===== src/rtl/code_run_pkg.sv =====
// rtl/code_run_pkg.sv - shared types and constants for the code run-length encoder
//
// Purpose:
//   State encoding, statistics counter width and the run-length ceiling helper
//   used by code_run_encoder and code_run_stats.
//
// Contents:
//   state_e    - IDLE (no open run) / RUN (run value and count held)
//   STAT_WIDTH - width of the optional statistics counters
//   max_count  - largest representable run length for a given counter width

package code_run_pkg;

  typedef enum logic {
    IDLE = 1'b0,
    RUN  = 1'b1
  } state_e;

  localparam int STAT_WIDTH = 16;

  // All-ones value of a count_width-bit counter, i.e. the longest run.
  function automatic int unsigned max_count(input int unsigned count_width);
    return (32'd1 << count_width) - 32'd1;
  endfunction

endpackage


===== src/rtl/code_run_stats.sv =====
// rtl/code_run_stats.sv - saturating symbol and run counters for the encoder
//
// Purpose:
//   Counts accepted codes and output-slot loads. Both counters stop at all-ones
//   instead of wrapping and clear on reset.
//
// Ports:
//   clock        in   rising-edge clock
//   reset        in   synchronous, active-high
//   symbol_inc   in   one code accepted this cycle
//   run_inc      in   one run loaded into the output slot this cycle
//   stat_symbols out  accepted code count
//   stat_runs    out  slot load count

module code_run_stats
  import code_run_pkg::*;
(
  input  logic                  clock,
  input  logic                  reset,
  input  logic                  symbol_inc,
  input  logic                  run_inc,
  output logic [STAT_WIDTH-1:0] stat_symbols,
  output logic [STAT_WIDTH-1:0] stat_runs
);

  logic [STAT_WIDTH-1:0] symbols_q, symbols_d;
  logic [STAT_WIDTH-1:0] runs_q, runs_d;

  always_comb begin
    symbols_d = symbols_q;
    runs_d    = runs_q;
    if (symbol_inc && (symbols_q != '1)) begin
      symbols_d = symbols_q + STAT_WIDTH'(1);
    end
    if (run_inc && (runs_q != '1)) begin
      runs_d = runs_q + STAT_WIDTH'(1);
    end
  end

  always_ff @(posedge clock) begin
    if (reset) begin
      symbols_q <= '0;
      runs_q    <= '0;
    end else begin
      symbols_q <= symbols_d;
      runs_q    <= runs_d;
    end
  end

  assign stat_symbols = symbols_q;
  assign stat_runs    = runs_q;

endmodule


===== src/rtl/code_run_encoder.sv =====
// rtl/code_run_encoder.sv - run-length encoder for classifier result codes
//
// Purpose:
//   Collapses consecutive identical codes into (value, count) pairs and presents
//   each completed run through a one-entry valid/ready output register. A run
//   closes on a differing code, on reaching the counter ceiling, or on flush.
//
// Parameters:
//   WIDTH       code width
//   COUNT_WIDTH run-length counter width; longest run is 2^COUNT_WIDTH-1
//
// Ports:
//   clock      in   rising-edge clock
//   reset      in   synchronous, active-high; discards open run and slot
//   in_valid   in   in_data carries a code
//   in_data    in   code from the classifier
//   in_ready   out  code accepted this cycle when in_valid is high
//   flush      in   level request to close and emit the open run
//   out_valid  out  out_value/out_count hold a completed run
//   out_value  out  code of the emitted run
//   out_count  out  length of the emitted run (>= 1)
//   out_ready  in   consumer takes the run this cycle
//   idle       out  no open run and output slot empty
//
// Build option:
//   CODE_RUN_ENCODER_STATS_EN adds stat_symbols / stat_runs (saturating
//   16-bit counters of accepted codes and slot loads). Encoding is unchanged.

module code_run_encoder
  import code_run_pkg::*;
#(
  parameter int WIDTH       = 8,
  parameter int COUNT_WIDTH = 8
) (
  input  logic                   clock,
  input  logic                   reset,
  input  logic                   in_valid,
  input  logic [WIDTH-1:0]       in_data,
  output logic                   in_ready,
  input  logic                   flush,
  output logic                   out_valid,
  output logic [WIDTH-1:0]       out_value,
  output logic [COUNT_WIDTH-1:0] out_count,
  input  logic                   out_ready,
  output logic                   idle
`ifdef CODE_RUN_ENCODER_STATS_EN
  ,
  output logic [STAT_WIDTH-1:0]  stat_symbols,
  output logic [STAT_WIDTH-1:0]  stat_runs
`endif
);

  localparam logic [COUNT_WIDTH-1:0] MAX_RUN = COUNT_WIDTH'(max_count(COUNT_WIDTH));
  localparam logic [COUNT_WIDTH-1:0] ONE     = COUNT_WIDTH'(1);

  state_e                 state_q, state_d;
  logic [WIDTH-1:0]       run_value_q, run_value_d;
  logic [COUNT_WIDTH-1:0] run_count_q, run_count_d;
  logic                   out_valid_q, out_valid_d;
  logic [WIDTH-1:0]       out_value_q, out_value_d;
  logic [COUNT_WIDTH-1:0] out_count_q, out_count_d;

  logic slot_free;
  logic pop;
  logic ready_c;
  logic accept;
  logic load;

  // A pop in the same cycle frees the slot, so a close can reload it without
  // a bubble.
  assign slot_free = !out_valid_q || out_ready;
  assign pop       = out_valid_q && out_ready;

  always_comb begin
    state_d     = state_q;
    run_value_d = run_value_q;
    run_count_d = run_count_q;
    ready_c     = 1'b0;
    load        = 1'b0;

    unique case (state_q)
      IDLE: begin
        ready_c = !flush;
        if (in_valid && ready_c && !reset) begin
          run_value_d = in_data;
          run_count_d = ONE;
          state_d     = RUN;
        end
      end
      RUN: begin
        ready_c = slot_free && !flush;
        if (flush) begin
          // Flush wins over input; it waits here until the slot can take the run.
          if (slot_free) begin
            load    = 1'b1;
            state_d = IDLE;
          end
        end else if (in_valid && ready_c && !reset) begin
          if ((in_data == run_value_q) && (run_count_q != MAX_RUN)) begin
            run_count_d = run_count_q + ONE;
          end else begin
            // Differing code or saturated count: close the run, start a new one.
            load        = 1'b1;
            run_value_d = in_data;
            run_count_d = ONE;
          end
        end
      end
      default: begin
        state_d = IDLE;
      end
    endcase
  end

  assign accept = in_valid && ready_c && !reset;

  always_comb begin
    out_valid_d = out_valid_q;
    out_value_d = out_value_q;
    out_count_d = out_count_q;
    if (load) begin
      out_valid_d = 1'b1;
      out_value_d = run_value_q;
      out_count_d = run_count_q;
    end else if (pop) begin
      out_valid_d = 1'b0;
    end
  end

  always_ff @(posedge clock) begin
    if (reset) begin
      state_q     <= IDLE;
      run_value_q <= '0;
      run_count_q <= '0;
      out_valid_q <= 1'b0;
      out_value_q <= '0;
      out_count_q <= '0;
    end else begin
      state_q     <= state_d;
      run_value_q <= run_value_d;
      run_count_q <= run_count_d;
      out_valid_q <= out_valid_d;
      out_value_q <= out_value_d;
      out_count_q <= out_count_d;
    end
  end

  assign in_ready  = ready_c && !reset;
  assign out_valid = out_valid_q;
  assign out_value = out_value_q;
  assign out_count = out_count_q;
  assign idle      = (state_q == IDLE) && !out_valid_q;

`ifdef CODE_RUN_ENCODER_STATS_EN
  code_run_stats u_stats (
    .clock        (clock),
    .reset        (reset),
    .symbol_inc   (accept),
    .run_inc      (load),
    .stat_symbols (stat_symbols),
    .stat_runs    (stat_runs)
  );
`else
  logic unused_accept;
  assign unused_accept = accept;
`endif

endmodule

===== config.mk =====
export PLATFORM = sky130hd
export DESIGN_NAME = code_run_encoder
export DESIGN_NICKNAME = d
export VERILOG_FILES = /design/src/rtl/code_run_pkg.sv /design/src/rtl/code_run_stats.sv /design/src/rtl/code_run_encoder.sv
export SDC_FILE = /design/constraint.sdc
export NUM_CORES = 1
export LEC_CHECK = 0
export ABC_CLOCK_PERIOD_IN_PS = 4200
export BUFFER_PORTS_ARGS = -buffer_cell sky130_fd_sc_hd__buf_2
export CORE_MARGIN = 2
export CORE_UTILIZATION = 35
export DETAILED_ROUTE_END_ITERATION = 12
export GPL_TIMING_DRIVEN = 0
export SLEW_MARGIN = 5
export SYNTH_ARGS = -nofsm -noshare
export SYNTH_HDL_FRONTEND = slang
export SYNTH_SLANG_ARGS = --single-unit

===== constraint.sdc =====
create_clock -name clock -period 4.2 [get_ports clock]
set_input_delay 0.42 -clock clock [delete_from_list [all_inputs] [get_ports clock]]
set_output_delay 0.42 -clock clock [all_outputs]
set_load 0.05 [all_outputs]

=== Word level (Yosys, flattened, before mapping) ===
Cells that the tools add are included.

* Add/subtract/negate cells: 1
* Equal/unequal tests: 6
* Multiplexer cells: 22
* Bitwise logic cells: 1
* Reduce and logical (&&, ||, !) cells: 16

{| class="wikitable"
|+ Operators with widths
! operator !! count
|-
| $mux 8 || 8
|-
| $pmux 8 s2 || 2
|-
| $mux 1 || 10
|-
| $logic_and 1x1->1 || 9
|-
| $add 8x1->8 const B || 1
|-
| $eq 8x8->1 || 1
|-
| $ne 8x8->1 const B || 1
|-
| $ne 2x2->1 const B || 3
|-
| $pmux 1 s2 || 2
|-
| $reduce_and 4->1 || 1
|-
| $logic_not 1->1 || 3
|-
| $reduce_and 3->1 || 1
|-
| $ne 2x1->1 const B || 1
|-
| $reduce_bool 2->1 || 1
|-
| $logic_or 1x1->1 || 1
|-
| $not 1->1 || 1
|}

* Register bits after elaboration: 34
* Input bits: 13
* Output and inout port bits: 19
* Logic and storage cells: 52

=== Logic depth before layout (Yosys ltp) ===
* Word-level depth: 9
* Mapped depth: 7
* Gate-level depth less buffers: 6

=== Worst setup path after synthesis ===
No wires, ideal clock.

* Path kind: register to register
* Start point: register run_count_q[0]
* End point: register run_value_q[1]
* Setup time: 0.072 ns
* Arrival: 1.700 ns
* Required time: 4.128 ns
* Slack: 2.429 ns
* Stages on the path, launching flop included: 8
* Period minus slack after synthesis: 1.771 ns
* Cells stage by stage: dfxtp_1 ha_1 and3_2 nand3_4 nor4b_2 nand2b_1 buf_4 mux2i_1

* Longest elaborated chain between the ends: 4

{| class="wikitable"
|+ RTL lines
! element !! RTL line !! source
|-
| start, declared || code_run_encoder.sv:58 || <nowiki>logic [COUNT_WIDTH-1:0] run_count_q, run_count_d;</nowiki>
|-
| start signal, assigned || code_run_encoder.sv:141 || <nowiki>run_count_q <= run_count_d;</nowiki>
|-
| $ne 8x8->1 || code_run_encoder.sv:99 || <nowiki>if ((in_data == run_value_q) && (run_count_q != MAX_RUN)) begin</nowiki>
|-
| $logic_and 1x1->1 || code_run_encoder.sv:99 ||
|-
| $ne 2x2->1 (no line) || - ||
|-
| $reduce_and 4->1 (no line) || - ||
|-
| end signal, assigned || code_run_encoder.sv:140 || <nowiki>run_value_q <= run_value_d;</nowiki>
|-
| end, declared || code_run_encoder.sv:57 || <nowiki>logic [WIDTH-1:0] run_value_q, run_value_d;</nowiki>
|}

No other way between the ends.
A chain may end at the register's enable or synchronous reset.

=== Worst setup path after layout ===
* Start point: register run_count_q[0]
* End point: register run_value_q[6]

The elaborated chain is that of the path after synthesis.

==> metrics.cfg <==
[worst_setup_path]
cp_data_arrival_time_ps=2250
r2r-end=run_value_q[6]
required_ps=4420
cp-start-kind=flip-flop
worst-r2r-setup-slack_ps=2170
timing.rr.start=run_count_q[0]
cp_max_fo=8
critical_path_class=flip-flop to flip-flop
reg2reg_depth=7
worstSetupEndpointType=flip-flop

[sta]
hold_ws_ps=384
setup_viol_count_final=0
drv_slew=0
slew-limit-headroom_pct=65.7
fin_tns_setup_ps=0
finClkSkew_ps=2.91
tightest_slew_ps=514
fmax_ghz=0.493
rsz0062_at_grt=false
period_share_pct=48.2
hold_viol=0
fin_crit_ps=2030

[yosys]
muxShareOfSynthArea_pct=15.5
yosysWarningCount=0
syn-instance-count=170
synthDistinctLibCells=30
synth.avg_cell_area_um2=9.11
syn_nets=184
synth_compound_area_share_pct=5.65
synth_fa_ha_area_share_pct=0.808
synth_xor_xnor_area_share_pct=6.79
syn_area_um2=1550
ys_ff_latch=34
synth_top_family_by_area=simple AND/OR/NAND/NOR gates
yosysSeqAreaShare_pct=43.9
synthSimpleGateAreaFrac_pct=21.9

[pwr]
p_total_mw=0.644
ir_worst_vdd_mv=0.256
p_leak_nw=0.801
powerDensity_nw_per_um2=346

[worst_hold_path]
hold_class=primary input to flip-flop
holdPathStages=3
min_from=in_data[6]
holdPathEnd=run_value_q[6]

[drt]
viasPerCell=4.77
ant_nets=0
drt_iter0_drc=67
wire_per_inst_um=11.9
drc=0
drtPass1Iterations=4
drt_wl_total_mm=3.10
num_vias=1244

[cts]
ctsRootBufferMaster=clkbuf_8
cts_tree=yes
cts_resized=0
cts_htree_levels=2
clkLatencyLatePin_ps=290
clk_pin_slew_ps=70
cts_sinks=34
post_cts.repair.setup_buffers=0
hold_buffers=0
cts_buffers=5
cts.path.max_buffers=2

[final_layout]
fillCellCount=435
synthToLayoutAreaGrowth_pct=20.1
final_core_util_pct=43.3
n_antenna_cell=0
final_nets=222
stdcell_area_um2=1860
layout-drive-gt1-share_pct=21.5

[global_routing]
grt_use_met3_pct=3.17
grt_pass1_vias=1214
grt-busiest-layer=met2
overflow=0
grt.total_usage_pct=13.8
grt_start_max_net_pins=11
antenna_found_initial=0
met1_usage_pct=17.6
grtUsageMet2_pct=21.4
grt_pass1_wl_mm=5.40

[placed_design]
portBuffers=31
dpl_cell_area_um2=1770
hpwl_mm=2.32
gp_congestion=0.731

[status]
run_status=finished, final reports clean

[flow_run]
maxCapViolCount=0

[floorplan]
dieArea_um2=4970
core_area_um2=4290
pin_count=32
die_x_um=70.5
start_util_pct=36.1
fp-row-count=24
die_y_um=70.5

## layer usage
metal  part of all wire (%)  vias to the layer above  wire, um
met4                    2.5                        0        76
met3                    3.4                        7       105
met1                     49                      558      1520
met5                      0                        -         0
li1                       -                      650         -
met2                     45                       29      1400
## kinds of logic after synthesis
group           Yosys count
compound gates           12
xor+xnor                 12
fa+ha+maj                 1
buf+inv                  18
flops                    34
mux                      24
simple gates             69
## cells in the mapped netlist, drive strengths merged
| cell | number | share of area, % |
|---|---|---|
| a21oi | 4 | 1.3 |
| a311o | 1 | 0.65 |
| a311oi | 1 | 1.7 |
| a31oi | 1 | 0.40 |
| and2 | 1 | 0.40 |
| and3 | 4 | 1.7 |
| buf | 3 | 1.8 |
| clkbuf | 4 | 0.97 |
| clkinv | 1 | 0.24 |
| dfxtp | 34 | 44 |
| ha | 1 | 0.81 |
| inv | 10 | 2.4 |
| mux2i | 24 | 16 |
| nand2 | 39 | 9.5 |
| nand2b | 2 | 0.81 |
| nand3 | 4 | 2.1 |
| nand3b | 1 | 0.48 |
| nand4 | 4 | 1.6 |
| nor2 | 4 | 0.97 |
| nor3 | 5 | 1.6 |
| nor3b | 2 | 0.97 |
| nor4 | 2 | 0.81 |
| nor4b | 1 | 0.97 |
| o21ai | 5 | 1.6 |
| xnor2 | 10 | 5.7 |
| xor2 | 2 | 1.1 |
## report_power, final
part	switching [mW]	internal, mW	leakage (nW)
clock network	0.115	0.132	0.0482
registers	0.00477	0.329	0.275
logic	0.0386	0.0241	0.477
## worst max-delay path by stage
stage | slack, ps | cells after the start | from | to
floorplan | 2430 | 7 | run_count_q[0] | run_value_q[1]
global placement | 2160 | 7 | reset | out_value[7]
detailed placement | 2140 | 7 | reset | out_value[7]
CTS | 2150 | 7 | run_count_q[0] | run_value_q[6]
global route | 2020 | 7 | run_count_q[0] | run_value_q[3]
finish | 2170 | 7 | run_count_q[0] | run_value_q[6]
## cells in the final DEF (no fill, tap or decap), drive strengths merged, types with 2 or more instances in the layout
master	instances
nand2	39
dfxtp	34
buf	34
mux2i	24
clkbuf	11
inv	10
xnor2	10
nor3	5
o21ai	5
nor2	4
nand4	4
a21oi	4
nand3	4
and3	4
nor4	2
nand2b	2
nor3b	2
xor2	2
clkinv	2
## through the flow
stage	std cells	setup WS, ps
6_report	261	2170
5_1_grt	261	2020
4_1_cts	261	2150
3_5_place_dp	253	2140
3_3_place_gp	253	2160
2_1_floorplan	170	2430
## final cells by class
| cell class | instances | area [um^2] | area share, % |
|---|---|---|---|
| Tap cell | 52 | 65.1 | 3.50 |
| Timing Repair Buffer | 31 | 155 | 8.34 |
| Clock inverter | 1 | 5.00 | 0.269 |
| Sequential cell | 34 | 681 | 36.6 |
| Inverter | 11 | 41.3 | 2.22 |
| Buffer | 7 | 42.5 | 2.29 |
| Clock buffer | 7 | 86.3 | 4.64 |
| Multi-Input combinational cell | 118 | 785 | 42.2 |
## sequential cells by signal, summed over array words and instances (netlist names)
| register | count |
|---|---|
| run_count_q | 8 |
| out_count | 8 |
| out_valid | 1 |
| out_value | 8 |
| run_value_q | 8 |
| state_q | 1 |
## critical path, cell delays in order (launching register included)
cell and delay (ps):
dfxtp_1 350, ha_1 260, and3_2 250, nand3_4 100, nor4b_2 450, nand2b_1 170, buf_4 190, mux2i_1 190
Power figures use the tool's default switching activity.
